**config.mk**
```make
export PLATFORM = sky130hd
export DESIGN_NAME = mem_arbiter
export DESIGN_NICKNAME = d
export VERILOG_FILES = /design/src/rtl/mem_arbiter_pkg.sv /design/src/rtl/mem_arbiter.sv
export SDC_FILE = /design/constraint.sdc
export NUM_CORES = 1
export LEC_CHECK = 0
export ABC_AREA = 1
export CORE_MARGIN = 3
export CORE_UTILIZATION = 28
export CTS_BUF_LIST = sky130_fd_sc_hd__clkbuf_8
export CTS_CLUSTER_DIAMETER = 60
export CTS_CLUSTER_SIZE = 14
export DETAILED_ROUTE_END_ITERATION = 10
export PLACE_DENSITY = 0.58
export SLEW_MARGIN = 20
export SYNTH_ARGS = -nofsm -noshare
export SYNTH_HDL_FRONTEND = slang
export SYNTH_SLANG_ARGS = --single-unit
```
**constraint.sdc**
```tcl
create_clock -name clk_in -period 9.2 [get_ports clk_in]
set_input_delay 2.3 -clock clk_in [delete_from_list [all_inputs] [get_ports clk_in]]
set_output_delay 2.3 -clock clk_in [all_outputs]
set_load 0.02 [all_outputs]
```
**src/rtl/mem_arbiter_pkg.sv**
```systemverilog
// -----------------------------------------------------------------------------
// mem_arbiter_pkg
// Shared constants for the external memory arbiter:
//   - FSM state encodings (MA_*)
//   - grant owner encoding (last-grant tracking for round-robin ties)
//   - LSB access size encodings (SIZE_B/H/W)
//   - default IO window base address
//   - helper mapping an access size to its byte count
// -----------------------------------------------------------------------------
package mem_arbiter_pkg;

    typedef enum logic [2:0] {
        MA_IDLE  = 3'd0,
        MA_IC_RD = 3'd1,
        MA_LS_RD = 3'd2,
        MA_LS_WR = 3'd3,
        MA_DONE  = 3'd4
    } ma_state_e;

    typedef enum logic {
        GNT_IC  = 1'b0,
        GNT_LSB = 1'b1
    } ma_grant_e;

    localparam logic [1:0] SIZE_B = 2'd0;
    localparam logic [1:0] SIZE_H = 2'd1;
    localparam logic [1:0] SIZE_W = 2'd2;

    localparam logic [31:0] DEFAULT_IO_BASE = 32'h0003_0000;

    // Number of RAM byte cycles for an LSB access; the unused encoding is
    // treated as a word so a stray value can never produce a zero-length access.
    function automatic logic [2:0] size_to_bytes(input logic [1:0] size);
        logic [2:0] n;
        case (size)
            SIZE_B:  n = 3'd1;
            SIZE_H:  n = 3'd2;
            default: n = 3'd4;
        endcase
        return n;
    endfunction

endpackage

```
**src/rtl/mem_arbiter.sv**
```systemverilog
// -----------------------------------------------------------------------------
// mem_arbiter
// Sole owner of the byte-wide external RAM/IO port. Arbitrates between the
// instruction cache (32-bit fetches) and the load/store buffer (1/2/4-byte
// loads and committed stores), serialises each access into byte cycles,
// reassembles read data little-endian and returns a one-cycle ready pulse.
//
// Ports:
//   clk_in, rst_in      clock, asynchronous active-high reset
//   rdy_in              global enable; all state holds while low
//   clr_in              pipeline flush; aborts reads, never stores
//   mem_din/mem_dout    RAM read byte (one cycle after address) / write byte
//   mem_a, mem_wr       RAM byte address and write strobe
//   io_buffer_full      IO output buffer back-pressure (stalls IO stores)
//   ic_*                icache fetch request/response
//   lsb_*               load/store buffer request/response
// -----------------------------------------------------------------------------
module mem_arbiter
    import mem_arbiter_pkg::*;
#(
    parameter int unsigned           ADDR_WIDTH = 32,
    parameter logic [ADDR_WIDTH-1:0] IO_BASE    = ADDR_WIDTH'(DEFAULT_IO_BASE)
) (
    input  logic                  clk_in,
    input  logic                  rst_in,
    input  logic                  rdy_in,
    input  logic                  clr_in,

    input  logic [7:0]            mem_din,
    output logic [7:0]            mem_dout,
    output logic [ADDR_WIDTH-1:0] mem_a,
    output logic                  mem_wr,
    input  logic                  io_buffer_full,

    input  logic                  ic_valid,
    input  logic [ADDR_WIDTH-1:0] ic_addr,
    output logic                  ic_ready,
    output logic [31:0]           ic_data,

    input  logic                  lsb_valid,
    input  logic                  lsb_wr,
    input  logic [1:0]            lsb_size,
    input  logic [ADDR_WIDTH-1:0] lsb_addr,
    input  logic [31:0]           lsb_wdata,
    output logic                  lsb_ready,
    output logic [31:0]           lsb_rdata
);

    ma_state_e             state_q;
    ma_grant_e             last_grant_q;
    logic [ADDR_WIDTH-1:0] base_q;
    logic [31:0]           wdata_q;
    logic [2:0]            nbytes_q;
    // Reads: edges seen since the grant edge. Writes: bytes already issued.
    logic [2:0]            cnt_q;
    logic                  is_io_q;
    logic [31:0]           rd_buf_q;
    logic                  mem_wr_q;

    // mem_din keeps following mem_a while rdy_in is low, so the byte that was
    // on the bus when the stall began is parked here and used on resume.
    logic                  rdy_q;
    logic [7:0]            din_save_q;

    logic                  ic_req;
    logic                  lsb_req;
    logic                  grant_ic;
    logic                  grant_lsb;
    logic                  lsb_is_io;
    logic [2:0]            lsb_nbytes;
    logic [2:0]            cnt_inc;
    logic [1:0]            cap_idx;
    logic [7:0]            din_byte;
    logic [7:0]            wr_byte;
    logic [31:0]           rd_asm;
    logic [ADDR_WIDTH-1:0] rd_next_addr;
    logic [ADDR_WIDTH-1:0] wr_addr;

    // Reads are not started under a flush; committed stores always are.
    assign ic_req  = ic_valid & ~clr_in;
    assign lsb_req = lsb_valid & (lsb_wr | ~clr_in);

    // On a tie the requester that did not win last time gets the port.
    assign grant_lsb = lsb_req & (~ic_req | (last_grant_q == GNT_IC));
    assign grant_ic  = ic_req & ~grant_lsb;

    assign lsb_is_io  = (lsb_addr >= IO_BASE);
    assign lsb_nbytes = size_to_bytes(lsb_size);

    assign cnt_inc      = cnt_q + 3'd1;
    assign cap_idx      = cnt_q[1:0] - 2'd1;
    assign din_byte     = rdy_q ? mem_din : din_save_q;
    assign rd_next_addr = base_q + ADDR_WIDTH'(cnt_inc);
    assign wr_addr      = base_q + ADDR_WIDTH'(cnt_q);
    assign wr_byte      = wdata_q[{cnt_q[1:0], 3'b000} +: 8];

    // Read word with the byte arriving this cycle merged in, so the final
    // byte and the ready pulse can be registered on the same edge.
    always_comb begin
        rd_asm = rd_buf_q;
        rd_asm[{cap_idx, 3'b000} +: 8] = din_byte;
    end

    assign mem_wr = mem_wr_q & rdy_in;

    always_ff @(posedge clk_in or posedge rst_in) begin
        if (rst_in) begin
            state_q      <= MA_IDLE;
            last_grant_q <= GNT_IC;
            base_q       <= '0;
            wdata_q      <= '0;
            nbytes_q     <= '0;
            cnt_q        <= '0;
            is_io_q      <= 1'b0;
            rd_buf_q     <= '0;
            mem_wr_q     <= 1'b0;
            mem_a        <= '0;
            mem_dout     <= '0;
            ic_ready     <= 1'b0;
            lsb_ready    <= 1'b0;
            ic_data      <= '0;
            lsb_rdata    <= '0;
            rdy_q        <= 1'b1;
            din_save_q   <= '0;
        end else begin
            rdy_q <= rdy_in;
            if (!rdy_in && rdy_q) begin
                din_save_q <= mem_din;
            end

            if (rdy_in) begin
                unique case (state_q)
                    MA_IDLE: begin
                        if (grant_lsb) begin
                            last_grant_q <= GNT_LSB;
                            base_q       <= lsb_addr;
                            wdata_q      <= lsb_wdata;
                            nbytes_q     <= lsb_nbytes;
                            is_io_q      <= lsb_is_io;
                            rd_buf_q     <= '0;
                            if (lsb_wr) begin
                                state_q <= MA_LS_WR;
                                if (lsb_is_io && io_buffer_full) begin
                                    mem_wr_q <= 1'b0;
                                    cnt_q    <= 3'd0;
                                end else begin
                                    mem_a    <= lsb_addr;
                                    mem_dout <= lsb_wdata[7:0];
                                    mem_wr_q <= 1'b1;
                                    cnt_q    <= 3'd1;
                                end
                            end else begin
                                state_q  <= MA_LS_RD;
                                mem_a    <= lsb_addr;
                                mem_wr_q <= 1'b0;
                                cnt_q    <= 3'd0;
                            end
                        end else if (grant_ic) begin
                            last_grant_q <= GNT_IC;
                            state_q      <= MA_IC_RD;
                            base_q       <= ic_addr;
                            nbytes_q     <= 3'd4;
                            is_io_q      <= 1'b0;
                            rd_buf_q     <= '0;
                            mem_a        <= ic_addr;
                            mem_wr_q     <= 1'b0;
                            cnt_q        <= 3'd0;
                        end
                    end

                    MA_IC_RD, MA_LS_RD: begin
                        if (clr_in) begin
                            state_q  <= MA_IDLE;
                            mem_wr_q <= 1'b0;
                        end else begin
                            if (cnt_inc < nbytes_q) begin
                                mem_a <= rd_next_addr;
                            end
                            // Byte k arrives two edges after its address.
                            if (cnt_q != 3'd0) begin
                                rd_buf_q <= rd_asm;
                            end
                            if (cnt_q == nbytes_q) begin
                                state_q <= MA_DONE;
                                if (state_q == MA_IC_RD) begin
                                    ic_ready <= 1'b1;
                                    ic_data  <= rd_asm;
                                end else begin
                                    lsb_ready <= 1'b1;
                                    lsb_rdata <= rd_asm;
                                end
                            end
                            cnt_q <= cnt_inc;
                        end
                    end

                    MA_LS_WR: begin
                        if (cnt_q == nbytes_q) begin
                            mem_wr_q  <= 1'b0;
                            lsb_ready <= 1'b1;
                            state_q   <= MA_DONE;
                        end else if (is_io_q && io_buffer_full) begin
                            mem_wr_q <= 1'b0;
                        end else begin
                            mem_a    <= wr_addr;
                            mem_dout <= wr_byte;
                            mem_wr_q <= 1'b1;
                            cnt_q    <= cnt_inc;
                        end
                    end

                    MA_DONE: begin
                        ic_ready  <= 1'b0;
                        lsb_ready <= 1'b0;
                        state_q   <= MA_IDLE;
                    end

                    default: begin
                        state_q  <= MA_IDLE;
                        mem_wr_q <= 1'b0;
                    end
                endcase
            end
        end
    end

endmodule

```
## Yosys cells after proc, flatten, opt, wreduce, memory -nomap -nowiden

Cells that the tools add are included.

- Add/sub/neg operators: 5
- Order comparisons: 2
- Equality and inequality tests: 21
- Shifts and indexed selects: 3
- Muxes and demuxes: 59
- Bitwise operators: 13
- Reduce and logical (&&, ||, !) cells: 26

Operators by type and width:

| kind | number |
|---|---|
| two-way mux 32 bit | 13 |
| case mux 32 bit (3 select lines) | 1 |
| adder 32 x 3 -> 32 bit | 2 |
| case mux 32 bit (2 select lines) | 1 |
| two-way mux 8 bit | 6 |
| two-way mux 3 bit | 12 |
| bitwise mux 32 bit | 1 |
| >= comparator 32 x 18 -> 1 bit, second input constant | 1 |
| variable shift 8 x 7 -> 32 bit, first input constant | 1 |
| indexed part select 32 x 6 -> 8 bit | 1 |
| indexed part select 8 x 7 -> 32 bit | 1 |
| != test 2 bit, second input constant | 13 |
| AND reduction 5 bit | 4 |
| two-way mux 1 bit | 18 |
| case mux 3 bit (3 select lines) | 2 |
| case mux 8 bit (2 select lines) | 1 |
| AND reduction 6 bit | 2 |
| nonzero test 3 bit | 3 |
| AND reduction 8 bit | 1 |
| nonzero test 2 bit | 4 |
| negation 5 -> 7 bit | 1 |
| AND reduction 7 bit | 1 |
| equality test 3 x 2 -> 1 bit, second input constant | 2 |
| inverter 1 bit | 6 |
| other kinds (23) | 31 |

- Bits in registers: 223
- Bits of input ports: 114
- Output and inout port bits: 107
- Logic and storage cells: 146

## Logic depth before layout (Yosys ltp)

Gate-level depths: netlist (run 1).

- Depth in word-level cells: 10
- Mapped depth: 16

## Worst setup path after synthesis (run 1)

No wires, ideal clock.

- Kind: input to output
- Start point: in rdy_in
- End point: out mem_wr
- Arrival time: 2.769 ns
- Required time: 6.900 ns
- Path slack: 4.131 ns
- Stages: 3
- Path buffers: 1
- Path through: clkbuf_1 -> nand2_1 -> inv_1

- Word-level cells in the longest chain between the ends: 1

Ends and longest elaborated chain:

| item | line | text |
|---|---|---|
| from (decl) | mem_arbiter.sv:26 | `input logic rdy_in,` |
| AND 1 bit | mem_arbiter.sv:104 | `assign mem_wr = mem_wr_q & rdy_in;` |
| to (decl) | mem_arbiter.sv:32 | `output logic mem_wr,` |

Every way passes these cells.

## Worst setup path in the final report (run 1)

Ends and elaborated chain as after synthesis.

==> flow_summary.ini, run 1 <==
[yosys]
synthMuxAreaShare = 0.00785
syn_area_per_cell_um2 = 7.63
synth_top_area_frac = 0.484
synth_fa_ha_area_frac = 0.0148
syn_nets = 1632
ys_seq_area_frac = 0.486
synth_cell_types = 40
ys_seq_elements = 223
synth_edf_count = 0
yosysTopAreaCell = dfrtp_1
synth_top_family_by_area = simple AND/OR/NAND/NOR gates
yosys.area_share.simple = 0.266
async_flop_share = 1.00
syn_inst = 1505
synth_ff_type = dfrtp_1
syn_area_um2 = 11500
synth_area_leaders = dfrtp_1 (48%), nand2_1 (16%), o21ai_0 (8.2%), inv_1 (5.6%), nand3_1 (4.6%)
synth_compound_area_frac = 0.130
yosysWarnings = 0
synth-xor-area-share = 0.00534

[place]
io_buffers = 220
dp.final_hpwl_um = 24300
routabilityCongestion = 0.888

[critical_path]
rrSetupSlack_ns = 5.02
arrival_ns = 3.92
r2r-start = cnt_q[1]
worstPathRequired_ns = 6.90
path_class = in -> out
end_kind = output pin
crit_fanout = 10
crit_start = rdy_in
timing.rr.end = mem_a[14]
cp-endpoint = mem_wr
reg2reg_depth = 14
start_kind = input port

[cts]
htree_levels = 1
postCtsSetupBuffers = 0
cts.sinks = 223
clk_latency_ns = 0.57
ctsLongestPathBuffers = 3
cts_hold_buf = 0
clock-root-buffer = clkbuf_8
cts_buffers = 25
clkTransAtPathRegs_ns = 0.08
ctsResizeCount = 0
cts_tree = yes

[route]
routedWlPerCell_um = 15.2
antenna_left = 0
wl_um = 33900
drcViolationCount = 0
dr_total_vias = 10300
via_per_inst = 4.62
dr.pass1.iters = 5
drtIter0Drc = 667

[timing]
setup_viol = 0
period_minus_slack_ns = 6.22
drv_slew = 0
fin_skew_ns = 0.0235
timing.fmax_mhz = 161
tns_ns = 0
finalCritPeriodShare = 0.676
grt_setup_unrepaired = no
worst_pin_slew_ns = 0.942
relSlewSlack = 0.371
hold_viol = 0

[grt]
antenna_found_initial = 1
grt_max_degree = 108
grt_usage = 0.152
grt_pass1_vias = 10200
globalRouteOverflowTotal = 0
grt_first_pass_wirelength_um = 54700

[floorplan]
rows = 73
die_h_um = 208
die_area_um2 = 43500
ios = 221
start_util = 0.286
coreArea_um2 = 40100
fp.dieW_um = 208

[layout]
num-fill-cells = 4171
layout.nets = 1819
drive_gt1_frac = 0.0544
synthToLayoutAreaGrowth_pct = 27.6
antennaDiodeCount = 0
utilization = 0.365

[flow_run]
drv_cap = 0

[power_and_ir_drop]
irDropWorstVdd_v = 0.000116
p_leak_nw = 6.60
powerDensity_nw_per_um2 = 300

[worst_hold_path]
hold_path_class = reg -> reg

[outcome]
status = complete, no violations
[sequential cells by signal (all words and copies together), names as in the netlist]
register	flops
ic_data	32
mem_wr_q	1
ic_ready	1
cnt_q	3
lsb_rdata	32
nbytes_q	3
state_q	3
wdata_q	32
rd_buf_q	32
din_save_q	8
mem_dout	8
mem_a	32
is_io_q	1
lsb_ready	1
last_grant_q	1
base_q	32
rdy_q	1
[cells in the mapped netlist (2+ instances only)]
cell type,n
nand2_1,482
dfrtp_1,222
xor2_1,3
nor2_1,79
o22ai_1,31
inv_2,4
ha_1,12
and2_1,8
o21ai_1,34
buf_2,24
o21bai_1,3
nand3_1,106
nand3_2,3
xnor2_1,4
inv_1,170
clkbuf_1,35
buf_4,3
nand4_1,9
nor2_4,3
buf_6,7
nand3_4,2
mux2_2,8
a22o_1,2
clkinv_1,3
o21ai_0,189
a21oi_1,26
nand3b_1,10
nand2_2,4
or2_2,8
[placed cells by master, fill, tap and decap left out, types with 3 or more instances in the layout]
cell type,netlist,final
a21oi_1,26,26
mux2_2,8,8
clkinv_2,0,3
buf_4,3,8
o22ai_1,31,31
nand4_1,9,9
nand2_2,4,4
inv_6,0,3
nand3_2,3,5
nor2_1,79,79
bufinv_16,0,3
nand3b_1,10,10
and2_1,8,8
xor2_1,3,3
or2_2,8,9
clkdlybuf4s50_1,0,220
nand3_1,106,104
dfrtp_1,222,222
clkinv_1,3,4
xnor2_1,4,4
o21bai_1,3,3
inv_2,4,4
clkinvlp_4,0,3
nand2_1,482,482
o21ai_0,189,189
o21ai_1,34,34
nor2_4,3,3
inv_1,170,170
ha_1,12,12
clkbuf_8,0,27
[worst min-delay path by stage]
| stage | startpoint | cells after the start | to | slack [ns] |
|---|---|---|---|---|
| after floorplan | last_grant_q | 2 | last_grant_q | 0.44 |
| after global placement | mem_a[13] | 2 | mem_a[13] | 0.46 |
| after detailed placement | mem_a[13] | 2 | mem_a[13] | 0.46 |
| after CTS | mem_a[13] | 2 | mem_a[13] | 0.48 |
| after global routing | ic_data[1] | 2 | ic_data[1] | 0.51 |
| final | mem_a[2] | 2 | mem_a[2] | 0.48 |
[logic make-up (layout without fill, tap and decap cells)]
logic type | count (synthesis) | in the layout
flops | 223 | 223
xor+xnor | 7 | 7
compound gates | 287 | 287
buf+inv | 247 | 451
simple gates | 720 | 720
mux | 8 | 8
fa+ha+maj | 13 | 13
[per-layer routing]
layer | up-vias | wire, um | global-route usage
met2 | 289 | 15400 | 0.245
met5 | - | 0 | 0
li1 | 5189 | - | -
met3 | 35 | 2230 | 0.0293
met1 | 4813 | 15600 | 0.214
met4 | 0 | 605 | 0.0295
[area by class of cell]
class / count / area (um^2) / share of cell area
multi-input combinational: 1035 / 4890 / 0.333
sequential: 223 / 5580 / 0.381
clock buffer: 27 / 372 / 0.0254
tap: 525 / 657 / 0.0448
clock inverter: 17 / 198 / 0.0135
inverter: 178 / 678 / 0.0463
timing repair buffer: 229 / 2280 / 0.156
[report_power, final]
part           leakage (nW)  internal [mW]  switching (mW)
logic                  3.41          0.762            1.30
registers              2.90           1.32           0.240
clock network         0.290          0.370           0.403
total                  6.60           2.45            1.95
[worst max-delay path, cell delays in order]
cell and delay, ns:
clkdlybuf4s50_1 0.74, nand2_1 0.19, inv_1 0.09, clkdlybuf4s50_1 0.60
[metrics by stage]
step	hold slack [ns]	area (um^2)	instances	total power, mW	setup slack, ns
3_3_place_gp	0.457	14100	2189	3.62	2.95
6_report	0.479	14700	2234	4.40	2.98
2_1_floorplan	0.443	11500	1505	2.91	0.796
4_1_cts	0.481	14600	2233	4.45	2.96
3_5_place_dp	0.459	14100	2189	3.65	2.97
5_1_grt	0.508	14700	2234	4.77	2.91
No activity file was read; power rests on OpenSTA's default activity.
==> run 2: changes to the inputs <==
clock period = 6.5 ns   (was 9.2 ns; I/O delays follow)
==> run 2 against run 1 <==
  * Design area rose by 0.22%
  * Clock skew rose by 0.018 ns
  * Critical path depth is the same
  * Clock-buffer cell count rose by 4
  * Core utilization rose by 0.081 points
  * Wire length fell by 0.68%
  * Sequential share of layout area down 0.084 points
  * Non-clock buffer count unchanged
  * Via count about the same
  * Flip-flop and latch count stayed put
  * Clock power is 40% higher
  * Worst setup slack lost 1.4 ns
==> flow_summary.ini, run 2 (synthesis results as in run 1) <==
[route]
wl_um = 33600
drcViolationCount = 0
dr.pass1.iters = 6
drtIter0Drc = 690
dr_total_vias = 10300
antenna_left = 0
via_per_inst = 4.61
routedWlPerCell_um = 15.0

[grt]
grt_max_degree = 145
gr-usage-met2 = 0.248
grt_first_pass_wirelength_um = 54700
grt_pass1_vias = 10100
met1_usage = 0.207
top_usage_layer = met2
globalRouteOverflowTotal = 0
antenna_found_initial = 1
grt_usage = 0.152
gr-usage-met3 = 0.0317

[layout]
drive_gt1_frac = 0.0577
synthToLayoutAreaGrowth_pct = 27.9
layout.nets = 1822
layout_common_cells = nand2_1 (482), dfrtp_1 (222), clkdlybuf4s50_1 (220)
mostFrequentLayoutCell = nand2_1

[power_and_ir_drop]
powerDensity_nw_per_um2 = 423
p_leak_nw = 6.61
irDropWorstVdd_v = 0.000166
power_mw = 6.21

[cts]
clk_latency_ns = 0.62
clkTransAtPathRegs_ns = 0.08
htree_levels = 1
clock-root-buffer = clkbuf_8
ctsResizeCount = 0
ctsLongestPathBuffers = 3
cts_hold_buf = 0
cts_tree = yes
cts_buffers = 28
postCtsSetupBuffers = 0
cts.sinks = 223

[worst_hold_path]
hold_path_class = reg -> reg
hold_path_depth = 2

[place]
dp.final_hpwl_um = 24100
io_buffers = 220
routabilityCongestion = 0.903

[critical_path]
crit_chain = clkdlybuf4s50_1, nand2_1, inv_1, clkdlybuf4s50_1
crit_start = rdy_in
crit_family = buffers and inverters
crit_cells = 4
reg2reg_depth = 14
path_class = in -> out
timing.rr.end = mem_a[14]
worstPathRequired_ns = 4.88
end_kind = output pin
crit_top_cell = clkdlybuf4s50_1
slowest_stage = clkdlybuf4s50_1
r2r-start = cnt_q[1]
cp_slowest_stage_delay_ns = 0.80
critPathBufInv = 3
cp-endpoint = mem_wr
crit_fanout = 10
start_kind = input port
rrSetupSlack_ns = 2.30
arrival_ns = 3.32

[floorplan]
start_util = 0.286
ios = 221
die_area_um2 = 43500
fp.dieW_um = 208
die_h_um = 208
coreArea_um2 = 40100
rows = 73

[timing]
fin_skew_ns = 0.0416
worst_pin_slew_ns = 0.901
setup_viol = 0
timing.fmax_mhz = 202
hold_viol = 0
grt_setup_unrepaired = no
finalCritPeriodShare = 0.760
relSlewSlack = 0.398
tns_ns = 0
drv_slew = 0
period_minus_slack_ns = 4.94

[outcome]
status = complete, no violations

[flow_run]
drv_cap = 0
-- run 2: layout make-up --
type / count / area, um^2
Sequential cell: 223 / 5580
Fill cell: 4222 / 25400
Antenna cell: 1 / 2.50
Timing Repair Buffer: 229 / 2300
Tap cell: 525 / 657
Inverter: 178 / 674
Clock inverter: 19 / 156
Clock buffer: 31 / 427
Multi-Input combinational cell: 1035 / 4890
-- run 2: worst min-delay path by stage --
stage	start	to	slack, ns
floorplan	last_grant_q	last_grant_q	0.44
global placement	mem_a[13]	mem_a[13]	0.46
detailed placement	mem_a[13]	mem_a[13]	0.46
CTS	mem_a[13]	mem_a[13]	0.48
global route	wdata_q[29]	wdata_q[29]	0.51
finish	mem_a[13]	mem_a[13]	0.47
-- run 2: stage by stage --
stage                     area (um^2)  setup WS [ns]  utilization  hold WS, ns  std cells
after detailed placement        14100           1.58        0.351        0.457       2189
after CTS                       14700           1.58        0.366        0.478       2239
after global placement          14100           1.60        0.351        0.455       2189
after global routing            14700           1.56        0.366        0.505       2240
final                           14700           1.56        0.366        0.472       2241
after floorplan                 11500           1.97            -        0.443       1505
-- run 2: routing by layer --
| layer | wire (um) | part of all wire | vias to the layer above |
|---|---|---|---|
| met5 | 9 | 0.00027 | - |
| met4 | 592 | 0.018 | 2 |
| met3 | 2060 | 0.061 | 38 |
| met2 | 15500 | 0.46 | 244 |
| met1 | 15400 | 0.46 | 4843 |
| li1 | - | - | 5194 |
-- run 2: worst reg2reg max path: stages, from the launching register on --
cell	delay, ns
dfrtp_1	0.73
clkinv_1	0.56
ha_1	0.56
inv_1	0.10
o21ai_0	0.51
fa_1	0.33
nand3_1	0.08
nand2_1	0.19
nand2_1	0.20
nor2_1	0.40
nand2_1	0.09
nand3_1	0.10
o21ai_0	0.08
nand2_1	0.08
nand2_1	0.05
-- run 2: report_power, final --
part | leakage [nW] | internal [mW] | switching [mW]
sequential | 2.90 | 1.87 | 0.345
combinational | 3.41 | 1.08 | 1.82
clock | 0.299 | 0.472 | 0.613
==> run 3: changes to the inputs <==
clock period = 4.9 ns   (was 6.5 ns; I/O delays follow)
==> run 3 against run 2 <==
  * Clock skew shrank 0.022 ns
  * Clock-buffer cell count shrank 1
  * Core utilization is essentially flat
  * Global-route usage grew 0.17 points
  * Clock power grew 36%
  * Wire length grew 1.0%
  * Sequential share of layout area is essentially flat
  * Design area is essentially flat
  * Flip-flop and latch count is the same
  * Critical path type unchanged
  * Critical endpoint unchanged
  * Largest cell class unchanged
==> flow_summary.ini, run 3 (synthesis results as in run 1) <==
[critical_path]
crit_start = rdy_in
r2r-start = cnt_q[1]
crit_fanout = 10
crit_chain = clkdlybuf4s50_1, buf_4, nand2_1, inv_1, clkdlybuf4s50_1
crit_top_cell = clkdlybuf4s50_1
slowest_stage = clkdlybuf4s50_1
end_kind = output pin
worstPathRequired_ns = 3.67
cp_slowest_stage_delay_ns = 0.60
path_class = in -> out
start_kind = input port
arrival_ns = 2.69

[cts]
ctsResizeCount = 0
htree_levels = 1
clk_latency_ns = 0.59
clkTransAtPathRegs_ns = 0.07
clock-root-buffer = clkbuf_8
ctsLongestPathBuffers = 3
postCtsSetupBuffers = 0
cts_hold_buf = 0
cts.sinks = 223
cts_buffers = 26
cts_tree = yes

[power_and_ir_drop]
seq_power_share = 0.355
p_switching_mw = 3.67
p_int_mw = 4.60
irDropWorstVdd_v = 0.000246
p_leak_nw = 6.63
powerDensity_nw_per_um2 = 563
comb_power_share = 0.467
swShare = 0.444
p_clk_frac = 0.178

[layout]
num-fill-cells = 4154
drive_gt1_frac = 0.0560
layout.nets = 1822
mostFrequentLayoutCell = nand2_1
synthToLayoutAreaGrowth_pct = 28.0
layout_common_cells = nand2_1 (482), dfrtp_1 (222), clkdlybuf4s50_1 (220)

[worst_hold_path]
hold_path_class = reg -> reg
hp-start = mem_a[4]

[timing]
tns_ns = 0
relSlewSlack = 0.377
period_minus_slack_ns = 3.92
timing.fmax_mhz = 255
drv_slew = 0
setup_viol = 0
hold_viol = 0
finalCritPeriodShare = 0.800
fin_ws_ns = 0.982
worst_pin_slew_ns = 0.932
grt_setup_unrepaired = no
fin_skew_ns = 0.0199

[grt]
globalRouteOverflowTotal = 0
grt_usage = 0.154
grt_pass1_vias = 10200
grt_max_degree = 111
grt_first_pass_wirelength_um = 55000
antenna_found_initial = 1

[floorplan]
coreArea_um2 = 40100
fp.dieW_um = 208
die_h_um = 208
die_area_um2 = 43500
ios = 221
start_util = 0.286
rows = 73

[route]
dr.pass1.iters = 5
dr_total_vias = 10400
drtIter0Drc = 817
wl_um = 34000
routedWlPerCell_um = 15.2
drcViolationCount = 0
via_per_inst = 4.64
antenna_left = 0

[place]
dp_slack_ns = 0.977
routabilityCongestion = 0.902
dp.final_hpwl_um = 24600
io_buffers = 220

[flow_run]
drv_cap = 0

[outcome]
status = complete, no violations
## run 3: changes by cell type in the layout (fill, tap and decap cells not counted), moves of 2 or more
cell / change
clkinv_4: -3
buf_4: +2
bufinv_16: +2
clkinvlp_4: -2
## run 3: final cells by class
type                            instances  area (um^2)  share of cell area
Timing Repair Buffer                  231         2310               0.157
Sequential cell                       223         5580               0.380
Antenna cell                            1         2.50            0.000170
Multi-Input combinational cell       1035         4890               0.332
Clock inverter                         16          175              0.0119
Clock buffer                           30          413              0.0281
Inverter                              178          674              0.0459
Tap cell                              525          657              0.0447
## run 3: power by group through the flow
stage	Combinational, mW	Clock, mW	Sequential [mW]
CTS	3.90	1.52	2.94
floorplan	2.26	0	3.19
detailed placement	3.89	0	2.97
finish	3.86	1.47	2.94
global route	4.35	1.59	3.03
global placement	3.84	0	2.97
## run 3: worst max-delay path: cells and delay by family
kind / cells / cell delay (ns)
AND/OR/NAND/NOR: 1 / 0.12
buffers and inverters: 4 / 1.35
## run 3: final timing paths
kind                                      end  slack [ns]  cells past startpoint
worst min-delay path                 mem_a[4]        0.47                      2
worst max register to register      mem_a[14]        1.11                     14
max in group asynchronous         wdata_q[17]        2.99                      3
worst max-delay path                   mem_wr        0.98                      5
min in group asynchronous       lsb_rdata[24]        0.99                      2
worst min register to register       mem_a[4]        0.47                      2
## run 3: per-layer routing
| layer | vias to the layer above | share of wire | global-route usage |
|---|---|---|---|
| li1 | 5182 | - | - |
| met1 | 4869 | 0.46 | 0.212 |
| met2 | 282 | 0.46 | 0.245 |
| met3 | 56 | 0.058 | 0.0288 |
| met4 | 0 | 0.026 | 0.0470 |
| met5 | - | 0 | 0 |
## run 3: metrics by stage
stage / hold slack, ns / power, mW / util / std cells / area (um^2)
after detailed placement: 0.460 / 6.86 / 0.352 / 2192 / 14100
after global routing: 0.500 / 8.97 / 0.367 / 2238 / 14700
after floorplan: 0.443 / 5.46 / - / 1505 / 11500
after global placement: 0.457 / 6.80 / 0.352 / 2192 / 14100
final: 0.473 / 8.27 / 0.367 / 2239 / 14700
after CTS: 0.478 / 8.37 / 0.367 / 2238 / 14700
